File: src/rtl/demux4_buf_pkg.sv
// Shared constants for the buffered 1-to-4 demultiplexer slice.
package demux4_buf_pkg;

    localparam int NUM_CH = 4;
    localparam int SEL_W  = 2;
    localparam int CNT_W  = 16;

endpackage

File: src/rtl/demux4_buf_dec2to4.sv
// 2-bit select to 4-bit one-hot; bit ordering matches the 4-way mux select.
module dec2to4
    import demux4_buf_pkg::*;
(
    input  logic [SEL_W-1:0]  sel,
    output logic [NUM_CH-1:0] onehot
);

    assign onehot = NUM_CH'(1) << sel;

endmodule

File: src/rtl/demux4_buf.sv
// Buffered 1-to-4 demux: one holding register per channel with per-channel backpressure.
module demux4_buf
    import demux4_buf_pkg::*;
#(
    parameter int WIDTH = 8
) (
    input  logic                    clk,
    input  logic                    reset,
    input  logic [WIDTH-1:0]        in_data,
    input  logic [SEL_W-1:0]        in_sel,
    input  logic                    in_valid,
    output logic                    in_ready,
    output logic [NUM_CH*WIDTH-1:0] out_data,
    output logic [NUM_CH-1:0]       out_valid,
    input  logic [NUM_CH-1:0]       out_ready,
    output logic [CNT_W-1:0]        xfer_count
);

    logic [NUM_CH-1:0] sel_oh_p0;
    logic [NUM_CH-1:0] load_p0;
    logic              accept_p0;
    logic [CNT_W-1:0]  cnt_p1;

    // A full channel still accepts when its consumer drains in the same cycle.
    assign in_ready  = ~out_valid[in_sel] | out_ready[in_sel];
    assign accept_p0 = in_valid & in_ready;

    dec2to4 u_dec (
        .sel    (in_sel),
        .onehot (sel_oh_p0)
    );

    assign load_p0 = sel_oh_p0 & {NUM_CH{accept_p0}};

    // ---- stage p0 -> p1: per-channel holding registers ----
    for (genvar k = 0; k < NUM_CH; k++) begin : g_ch
        logic [WIDTH-1:0] data_p1;
        logic             vld_p1;

        always_ff @(posedge clk) begin
            if (reset) begin
                vld_p1  <= 1'b0;
                data_p1 <= '0;
            end else begin
                if (load_p0[k]) begin
                    vld_p1  <= 1'b1;
                    data_p1 <= in_data;
                end else if (out_ready[k]) begin
                    vld_p1  <= 1'b0;
                end
            end
        end

        assign out_valid[k]                 = vld_p1;
        assign out_data[k*WIDTH +: WIDTH]   = data_p1;
    end

    always_ff @(posedge clk) begin
        if (reset) begin
            cnt_p1 <= '0;
        end else if (accept_p0) begin
            cnt_p1 <= cnt_p1 + CNT_W'(1);
        end
    end

    assign xfer_count = cnt_p1;

endmodule

File: config.mk
export PLATFORM = sky130hd
export DESIGN_NAME = demux4_buf
export DESIGN_NICKNAME = d
export VERILOG_FILES = /design/src/rtl/demux4_buf_pkg.sv /design/src/rtl/demux4_buf_dec2to4.sv /design/src/rtl/demux4_buf.sv
export SDC_FILE = /design/constraint.sdc
export NUM_CORES = 1
export LEC_CHECK = 0
export ABC_AREA = 0
export CELL_PAD_IN_SITES_DETAIL_PLACEMENT = 1
export CELL_PAD_IN_SITES_GLOBAL_PLACEMENT = 1
export CORE_UTILIZATION = 35
export CTS_BUF_LIST = sky130_fd_sc_hd__clkbuf_8
export CTS_CLUSTER_SIZE = 25
export DETAILED_ROUTE_END_ITERATION = 10
export PLACE_DENSITY = 0.85
export SKIP_LAST_GASP = 1
export SLEW_MARGIN = 20
export SYNTH_ARGS = -nofsm -noshare
export SYNTH_HDL_FRONTEND = slang
export SYNTH_SLANG_ARGS = --single-unit
File: constraint.sdc
create_clock -name clk -period 2.5 [get_ports clk]
set_input_delay 0.5 -clock clk [delete_from_list [all_inputs] [get_ports clk]]
set_output_delay 0.5 -clock clk [all_outputs]
set_load 0.05 [all_outputs]
==> reports/metrics.cfg <==
[status]
status=finished, final reports clean

[cts]
post_cts_buffers=0
cts_buffer_depth=2
cts_buffers=5
clock-sinks=52
h-tree-depth=2
worst_skew_pair.late_latency_ns=0.30
clk_pin_slew_ns=0.09
cts_tree=yes
post_cts_resized=0
ctsRootBufferMaster=clkbuf_8
cts_hold_buf=0

[floorplan]
dieArea_mm2=0.00642
die_w_um=80.1
rows=28
die-height_um=80.1
initial_core_util_pct=36.3
top_level_ports=70
fp.coreArea_mm2=0.00589

[placed_design]
io_buffers=69
place_area_mm2=0.00298
dp.final_hpwl_mm=4.16
globalplace.congestion=0.766
dp_cells=369

[synth]
synth.distinct_cells=28
synth-seq-cells=52
ys_seq_area_share_pct=48.8
syn_area_mm2=0.00213
synth-warning-count=0
syn_nets=243
synth_cells=225
synth.avg_cell_area_um2=9.49

[setup_path]
critPathRequiredTime_ns=2.00
path_max_fanout=7
critical-path-top-delay-family=buffers and inverters
worstSetupStartpoint=out_ready[3]
startpoint_type=primary input
r2r_setup_slack_ns=0.55
arrival_ns=1.89
crit_path_cell_trace=clkdlybuf4s50_1 -> nor2b_1 -> mux4_2 -> inv_1 -> buf_12
end_kind=output pin
rr_startpoint=g_ch[3].vld_p1
crit_type=primary input to output pin
cp_slowest_stage_delay_ns=0.54
path_buf_inv=3
critPathSlowestCell=mux4_2

[routing]
drtIter0Drc=20
drtAntennaViolNets=0
dr.pass1.iters=4
drc=0
vias=1936
routedWlPerCell_um=15.2
detail_route.wirelength_mm=5.73
vias_per_cell=5.14

[sta]
maxSlewHeadroom_pct=63.3
setup_viol=0
tightest_slew_ns=0.548
rsz0062_at_grt=no
fin_setup_tns_ns=0
hold_viol_final=0
hold-worst-slack_ns=0.486
finClkSkew_ns=0.00465
max_freq_ghz=0.418
period_needed_ns=2.39
min_period_over_period_pct=95.8
drv_slew=0

[global_route]
antenna_found_initial=0
grt_pass1_vias=1877
track_usage_pct=18.8
grt_pass1_wl_mm=9.24
grt_max_degree=27
grt_overflow=0

[final_layout]
regArea_mm2=0.00104
syn2layout_area_growth_pct=45.3
fill_cells=683
multi_input_area_um2=987
layout-drive-gt1-share_pct=10.3
layout.nets=319
fin_cells=377
layout_common_cells=67 x clkdlybuf4s50_1, 52 x dfxtp_1, 36 x nor2_1
final_common_cell=clkdlybuf4s50_1
diodes=0
fin_area_mm2=0.00310

[power_and_ir_drop]
peakVddDrop_uv=300
p_total_mw=1.74
power.density_mw_per_mm2=560
cellLeakagePower_nw=1.13

[hold_path]
min_path_type=flip-flop to flip-flop
hold_start=xfer_count[15]

[run]
cap_violations=0

==> metal layers <==
| metal | track usage [%] | vias up | routed length (um) |
|---|---|---|---|
| met4 | 4.82 | 0 | 52 |
| met1 | 22.0 | 934 | 2480 |
| met2 | 32.2 | 52 | 2790 |
| met5 | 0 | - | 0 |
| li1 | - | 944 | - |
| met3 | 6.93 | 6 | 406 |
==> area by class of cell <==
| type | instances | share of cell area [%] |
|---|---|---|
| clock buffers | 6 | 2.66 |
| clock inverters | 2 | 1.25 |
| inverters | 7 | 0.847 |
| multi-input cells | 148 | 31.8 |
| flip-flops and latches | 52 | 33.6 |
| well taps | 75 | 3.03 |
| repair buffers | 87 | 26.8 |
==> Yosys cell counts, drive strengths merged <==
cell type  instances  area, um^2
dfxtp             52        1040
nor2              36         135
mux2i             32         320
a21oi             18        90.1
or4               13        97.6
clkbuf            10        37.5
o31ai             10        75.1
buf                8        53.8
inv                7        26.3
nand3              7        35.0
nand2              5        18.8
nor2b              5        31.3
nand2b             3        18.8
nand4              3        18.8
o21ai              3        15.0
and4               2        17.5
o41ai              2        17.5
or3                2        12.5
and3               1        6.26
ha                 1        12.5
mux2               1        11.3
mux4               1        22.5
nor3               1        5.00
nor4               1        6.26
nor4b              1        8.76
==> tightest hold or removal path, stage by stage (launching register included) <==
cell and delay [ns]:
dfxtp_1 0.33, o31ai_1 0.06, a21oi_1 0.05
==> stage by stage <==
step	utilization, %	worst slack, ns
floorplan	-	0.227
global placement	50.6	-0.00757
detailed placement	50.6	-0.0452
CTS	52.7	0.0916
global route	52.7	0.0407
finish	52.7	0.106
==> sequential cells by signal, indices dropped and copies added (netlist names) <==
register and cells:
xfer_count 16, g_ch.data_p1 32, g_ch.vld_p1 4
==> path summary, 6_finish.rpt <==
path / end / depth (start not counted)
min: xfer_count[15] / 2
max: in_ready / 5
min reg2reg: xfer_count[15] / 2
max reg2reg: xfer_count[8] / 5
==> power breakdown <==
part	total (mW)	leakage, nW	switching (mW)	internal, mW
sequential	0.865	0.422	0.0141	0.851
clock	0.616	0.0614	0.288	0.328
combinational	0.256	0.649	0.154	0.102
==> cells by family (layout without fill, tap and decap cells) <==
kind of cell	after synthesis	count (layout)	synth area share, %
flip-flops	52	52	48.8
AO/OA/AOI/OAI	33	33	9.26
buffers and inverters	25	102	5.51
AND/OR/NAND/NOR	80	80	19.3
multiplexers	34	34	16.6
adder cells (fa/ha/maj)	1	1	0.586
No activity file was read; power rests on OpenSTA's default activity.
